**config.mk**
```make
export PLATFORM = sky130hd
export DESIGN_NAME = fnv1a_hasher_fsm
export DESIGN_NICKNAME = d
export VERILOG_FILES = /design/src/rtl/fnv_pkg.sv /design/src/rtl/fnv1a_step.sv /design/src/rtl/fnv1a_hasher_fsm.sv
export SDC_FILE = /design/constraint.sdc
export NUM_CORES = 1
export LEC_CHECK = 0
export BUFFER_PORTS_ARGS = -buffer_cell sky130_fd_sc_hd__clkbuf_2
export CORE_ASPECT_RATIO = 0.75
export CORE_UTILIZATION = 50
export CTS_CLUSTER_DIAMETER = 200
export DETAILED_ROUTE_END_ITERATION = 8
export GPL_ROUTABILITY_DRIVEN = 1
export PLACE_DENSITY = 0.68
export SETUP_SLACK_MARGIN = 0.15
export SYNTH_ARGS = -nofsm -noshare
export SYNTH_HDL_FRONTEND = slang
export SYNTH_SLANG_ARGS = --single-unit
```
**constraint.sdc**
```tcl
create_clock -name system_clk -period 4.8 [get_ports system_clk]
set_input_delay 0 -clock system_clk [delete_from_list [all_inputs] [get_ports system_clk]]
set_output_delay 0 -clock system_clk [all_outputs]
set_load 0.01 [all_outputs]
```
**src/rtl/fnv_pkg.sv**
```systemverilog
// fnv_pkg: FNV-1a constants, state encoding and the shift-add term list.
package fnv_pkg;
  localparam logic [31:0] FNV_OFFSET_BASIS = 32'h811C9DC5;
  localparam logic [31:0] FNV_PRIME = 32'h01000193;
  localparam int FNV_TERMS = 6;
  typedef enum logic [1:0] {IDLE, FETCH, MUL, EMIT} state_t;
  // i-th shifted copy of h; FNV_PRIME = 1 + 2 + 16 + 128 + 256 + 2^24
  function automatic logic [31:0] fnv_term(input logic [31:0] h, input logic [2:0] i);
    return i == 3'd0 ? h : i == 3'd1 ? h << 1 : i == 3'd2 ? h << 4 :
           i == 3'd3 ? h << 7 : i == 3'd4 ? h << 8 : h << 24;
  endfunction
endpackage

```
**src/rtl/fnv1a_step.sv**
```systemverilog
// fnv1a_step: one combinational FNV-1a byte step, (hash ^ byte) * PRIME by shift-add.
module fnv1a_step
  import fnv_pkg::*;
(
  input  logic [31:0] hash,
  input  logic [7:0]  data,
  output logic [31:0] next_hash
);
  logic [31:0] x;
  always_comb begin
    x = hash ^ {24'b0, data};
    next_hash = '0;
    for (int i = 0; i < FNV_TERMS; i++) next_hash = next_hash + fnv_term(x, 3'(i));
  end
endmodule

```
**src/rtl/fnv1a_hasher_fsm.sv**
```systemverilog
// fnv1a_hasher_fsm: pops length-prefixed messages, pushes their 32-bit FNV-1a hash.
// Define FNV_SERIAL_MUL_EN to spread each multiply over six MUL cycles.
module fnv1a_hasher_fsm
  import fnv_pkg::*;
#(
  parameter int LEN_WIDTH = 8
) (
  input  logic        system_clk,
  input  logic        rst_n,
  input  logic [7:0]  rdata,
  input  logic        rempty,
  output logic        rinc,
  output logic [31:0] wdata,
  input  logic        wfull,
  output logic        winc,
  output logic        busy
);
  state_t state;
  logic [31:0] hash;
  logic [LEN_WIDTH-1:0] remaining;
  assign rinc = rst_n && !rempty && (state == IDLE || state == FETCH);
  assign winc = rst_n && !wfull && state == EMIT;
`ifdef FNV_SERIAL_MUL_EN
  logic [31:0] opnd, term;
  logic [2:0] cnt;
  assign term = fnv_term(opnd, cnt);
`else
  logic [31:0] step;
  fnv1a_step u_step (.hash(hash), .data(rdata), .next_hash(step));
`endif
  always_ff @(posedge system_clk or negedge rst_n)
    if (!rst_n) begin
      state <= IDLE;
      hash <= FNV_OFFSET_BASIS;
      remaining <= '0;
      wdata <= '0;
      busy <= 1'b0;
`ifdef FNV_SERIAL_MUL_EN
      opnd <= '0;
      cnt <= '0;
`endif
    end else
      case (state)
        IDLE: if (!rempty) begin
          remaining <= LEN_WIDTH'(rdata);
          state <= rdata == 8'd0 ? EMIT : FETCH;
          if (rdata == 8'd0) wdata <= hash;
          busy <= 1'b1;
        end
`ifdef FNV_SERIAL_MUL_EN
        FETCH: if (!rempty) begin
          opnd <= hash ^ {24'b0, rdata};
          hash <= '0;
          cnt <= '0;
          remaining <= remaining - 1'b1;
          state <= MUL;
        end
        MUL: begin
          hash <= hash + term;
          cnt <= cnt + 1'b1;
          if (cnt == 3'(FNV_TERMS - 1)) begin
            state <= remaining == '0 ? EMIT : FETCH;
            if (remaining == '0) wdata <= hash + term;
          end
        end
`else
        FETCH: if (!rempty) begin
          hash <= step;
          remaining <= remaining - 1'b1;
          if (remaining == LEN_WIDTH'(1)) begin
            state <= EMIT;
            wdata <= step;
          end
        end
`endif
        EMIT: if (!wfull) begin
          state <= IDLE;
          busy <= 1'b0;
          hash <= FNV_OFFSET_BASIS;
        end
        default: state <= IDLE;
      endcase
endmodule
```
Word-level counts from Yosys, hierarchy flattened
Index checks and enable logic that the tools add are counted.

$add $sub $neg: 6. Multiplexer cells: 20. Equality and inequality tests: 8. Reductions and logical operators: 17. Bitwise operators: 1.

Operators by type and width (number): $mux 32 (6); $add 32x32->32 (5); $pmux 32 s2 (2); $xor 32x8->32 (1); $mux 8 (2); $pmux 8 s2 (1); $mux 2 (5); $reduce_and 3->1 (3); $eq 8x1->1 const B (1); $logic_not 8->1 (1); $sub 8x1->8 const B (1); $ne 2x2->1 const B (3); $pmux 2 s3 (1); $reduce_bool 2->1 (3); $reduce_and 5->1 (1); $logic_and 1x1->1 (4); $ne 2x1->1 const B (2); $reduce_and 4->1 (1); $eq 2x1->1 const B (1); $eq 2x2->1 const B (1); $logic_not 1->1 (2); $logic_not 2->1 (1); $mux 1 (2); $pmux 1 s2 (1); $logic_or 1x1->1 (1).

Register bits after elaboration: 75. Output and inout bits: 35. Logic and storage cells: 57.

Logic depth before layout (Yosys ltp)
Depth in word-level cells: 9. Depth in mapped cells: 18. Mapped depth without buffers: 18.

Hierarchy
Synthesis repeated with hierarchy kept, for this count alone.

Cell total of the unflattened synthesis: 777. Area, all modules: 7546.0 µm².

By module, submodules not included: fnv1a_step (area an instance 3992.6 µm², cells an instance 450, instances 1); fnv1a_hasher_fsm (area an instance 3553.4 µm², cells an instance 327, instances 1).

Worst setup path after synthesis
No wires, ideal clock.

Path type: reg-to-reg. Start point: reg hash[8]. End point: reg wdata[31]. Stages on the path, launching flop included: 18. Setup slack: 0.399 ns. Data arrival time: 4.283 ns. Setup time: 0.118 ns. Cells stage by stage: dfstp_2 -> inv_1 -> fa_1 -> inv_1 -> fa_1 -> inv_1 -> fa_1 -> inv_1 -> ha_1 -> clkbuf_1 -> and3_1 -> and3_1 -> a211oi_2 -> o2111a_1 -> o21bai_2 -> xnor2_1 -> a21oi_1 -> a21o_1.

Word-level cells in the longest chain between the ends: 9.

Ends and longest elaborated chain: from (decl) (line fnv1a_hasher_fsm.sv:19) `logic [31:0] hash;`; from (signal assigned) (line fnv1a_hasher_fsm.sv:68) `hash <= step;`; $xor 32x8->32 * (line fnv1a_step.sv:11) `x = hash ^ {24'b0, data};`; $add 32x32->32 (3 in series) (line fnv1a_step.sv:13) `for (int i = 0; i < FNV_TERMS; i++) next_hash = next_hash + fnv_term(x, 3'(i));`; $add 32x32->32 * (2 in series) (line fnv1a_step.sv:13); $mux 32 * (line fnv1a_hasher_fsm.sv:70) `if (remaining == LEN_WIDTH'(1)) begin`; $mux 32 * (line fnv1a_hasher_fsm.sv:67) `FETCH: if (!rempty) begin`; $pmux 32 s2 * (line fnv1a_hasher_fsm.sv:43) `case (state)`; to (signal assigned) (line fnv1a_hasher_fsm.sv:47) `if (rdata == 8'd0) wdata <= hash;`; to (signal assigned) (line fnv1a_hasher_fsm.sv:72) `wdata <= step;`; to (decl) (line fnv1a_hasher_fsm.sv:13) `output logic [31:0] wdata,`.

Every way passes the cells marked *; elsewhere a longest branch is shown, timed or not. The select of a mux whose other input is x is not followed. A chain may end at the register's enable or synchronous reset.

Worst setup path in the final report
Same ends and word-level chain as after synthesis.

==> results.md <==
- Fin crit share: 95.2%
- Max-cap viol count: 0
- Worst r2r path cells: 14
- Die Wd: between 100 and 150 µm
- First-pass GRT wire length: ~34000 µm
- Grt met1 use: 41.6%
- Final Skew: slightly below 0.009 ns
- Yosys reg bits: 75
- PortBufs: 46
- Post-synth top cells: 144 x inv_1, 78 x fa_1, 69 x a21oi_1, 69 x nand2_1
- Initial Utilization: about 52%
- Routed vias/inst: between 5 and 6
- Asr flop ratio synth: 100%
- Number of flops mapped to enable cells by yosys: 0
- GPL Wtd Cong: between 1 and 1.5
- Period minus WS final: around 4.6 ns
- TritonCTS Sinks: 75
- Initial DRC count: ~510
- Syn Area/Cell: between 8 and 9 µm²
- Worst Path Arrival: 4.80 ns
- Final wirelength: around 22000 µm
- CP startpoint kind: register
- Die Y: ~110 µm
- DRT Pass-1 Iters: 6
- Cell with the most instances after synthesis: inv_1
- Post-Syn Area: around 7300 µm²
- Crit. End Element: register
- Crit Path Max Fanout: 8
- Post-Synth Adder-Cell Area: between 30% and 40%
- Yosys top cell area share: between 20% and 30%
- DR vias: between 6000 and 7000
- Setup CP Type: reg -> reg
- CTS root buffer: clkbuf_16
- YS warnings: 0
- Maximum clock frequency: ~0.22 GHz
- Post-route ant nets: 0
- Routed length per instance: 19.8 µm
- Cell Rows: 37
- Least-Margin Pin Slew: about 1 ns
- Met3 usage: about 7.1%
- Yosys top cell by area: fa_1
- Distinct cells, synth: 59
- Most used DFF post-synth: dfrtp_1
- Post-synthesis mux area share: less than 1%
- Final Max Tran Viols: 0
- Pin count of the biggest net entering global routing: 78
- GRT overflow: 0
- Hold WC Path Type: in -> reg
- Clock latency on the worst-skew pair: around 0.34 ns
- Mapped Nets: around 970
- Top Usage Layer GRT: met2
- Core area: 14000 µm²
- Final setup TNS: 0 ns
- Final hold violations: 0
- CTS tree: done
- Post-DP HPWL: about 16000 µm
- Seq/Total Area, Yosys: 25.8%
- Simple-gate share of the synthesized area: 11.5%
- GRT Total Usage: approximately 30%
- Ports: 47
- DIE AREA: between 15000 and 20000 µm²
- Hold depth: 3
- Nets@finish: between 1000 and 1500
- Relative slew slack: 31.5%
- # setup viols final: 0
- DRC: 0
- Xor-xnor portion of the synthesized cell area: 5.25%
- Ratio of cells with drive above 1 in the final layout: a little under a fifth
- Top post-synthesis cells by area: fa_1 21%, dfrtp_1 21%, ha_1 10%
- Number of global-route vias before repair: ~6200
- Filler instances: 1170
- N_diodes: 0
- H-Tree Level Count: 3
- RSZ-0062 raised after global routing: yes
- Area grow syn2layout: 17.4%
- Clock transition at path regs: around 0.070 ns
- WP data required: roughly 5.0 ns
- Mapped Cells: approximately 800
- Synth Area in Compound Gates: 16.6%
- CTS Buf Count: 9
- Hold WS: between 0.01 and 0.015 ns
- Status: completed
- Met2 usage: between 40% and 50%
- Largest family of logic cells by synthesized area: adder cells
- Initial antenna violation count: 0
- Maximum clock insertion buffer count: 2
==> layout make-up <==
class | instances | area (µm²) | area share [%]
Multi-Input combinational cell | 567 | 5050 | 58.6
Clock buffer | 10 | 229 | 2.66
Sequential cell | 75 | 1890 | 22.0
Inverter | 145 | 559 | 6.49
Clock inverter | 5 | 56.3 | 0.653
Timing Repair Buffer | 91 | 584 | 6.78
Tap cell | 195 | 244 | 2.83
==> routing by layer <==
metal	vias to the layer above	wire, µm
met5	-	0
met4	0	483
met3	36	1830
met2	289	9830
met1	3110	9420
li1	2825	-
==> per-stage QoR <==
stage | instances | instance area [µm²] | setup WS (ns) | utilization [%]
2_1_floorplan | 818 | 7350 | 0.399 | -
3_5_place_dp | 1059 | 7940 | 0.109 | 56.6
3_3_place_gp | 1059 | 7940 | 0.194 | 56.6
5_1_grt | 1088 | 8620 | 0.109 | 61.5
6_report | 1088 | 8620 | 0.229 | 61.5
4_1_cts | 1079 | 8280 | 0.155 | 59.0
==> worst max-delay path: stages (launching register included) <==
cell and delay, ns:
dfstp_2 0.58, clkinvlp_4 0.17, buf_4 0.18, fa_1 0.56, fa_1 0.46, fa_1 0.55
inv_1 0.07, ha_4 0.30, nand4_1 0.17, or4_4 0.58, o2111a_1 0.27, o21bai_2 0.18
xnor2_2 0.13, a21oi_1 0.09, a21o_1 0.18
==> state kept, by name (all words and copies together) (netlist names) <==
| name | cells |
|---|---|
| state | 2 |
| hash | 32 |
| remaining | 8 |
| busy | 1 |
| wdata | 32 |
==> kinds of logic after synthesis <==
group	Yosys count
compound gates	196
xor+xnor	44
fa+ha+maj	139
buf+inv	176
flops	75
mux	1
simple gates	187
==> cell usage in the layout, fill, tap and decap left out, drive strengths merged, types with 2 or more instances in the layout <==
cell type    Yosys  layout
a21boi           2       2
a22oi            6       6
nor2b            4       4
nand4            6       6
o21bai           5       5
clkinv           1       4
o221a            2       2
a211oi           5       5
clkbuf          26      55
o21ai           48      48
ha              61      61
nor2            58      58
nand3           17      17
and3             4       4
dlygate4sd3      0       4
buf              5      42
inv            144     140
xnor2           31      31
a31oi           12      12
nand2b           6       6
a21oi           69      69
dfrtp           61      61
a311oi           3       3
or2              2       2
clkinvlp         0       5
fa              78      78
dfstp           14      14
o211ai           3       3
a22o             3       3
o21a             3       3
o22ai           11      11
o22a             2       2
a21o            15      15
nor3             9       9
nand2           69      69
nor4             4       4
xor2            13      13
or4              2       2
==> repair_timing <==
item                       CTS  global route
buffers inserted             1             9
hold endpoints to repair    65             0
setup endpoints to repair    6            24
gates resized for setup      3            50
hold buffers                 4             0
pin swaps                    0            16
==> worst paths after layout <==
| kind | startpoint | to | slack, ns |
|---|---|---|---|
| setup / recovery | hash[8] | wdata[31] | 0.23 |
| hold / removal | rdata[1] | remaining[1] | 0.01 |
| setup reg to reg | hash[8] | wdata[31] | 0.23 |
| hold reg to reg | wdata[8] | wdata[8] | 0.48 |
| max in group asynchronous | rst_n | wdata[31] | 3.77 |
| min in group asynchronous | rst_n | wdata[8] | 0.39 |
Power is left out: the tool's default activity adds up to more than one toggle a clock period on the data nets, which glitch-free logic cannot reach.
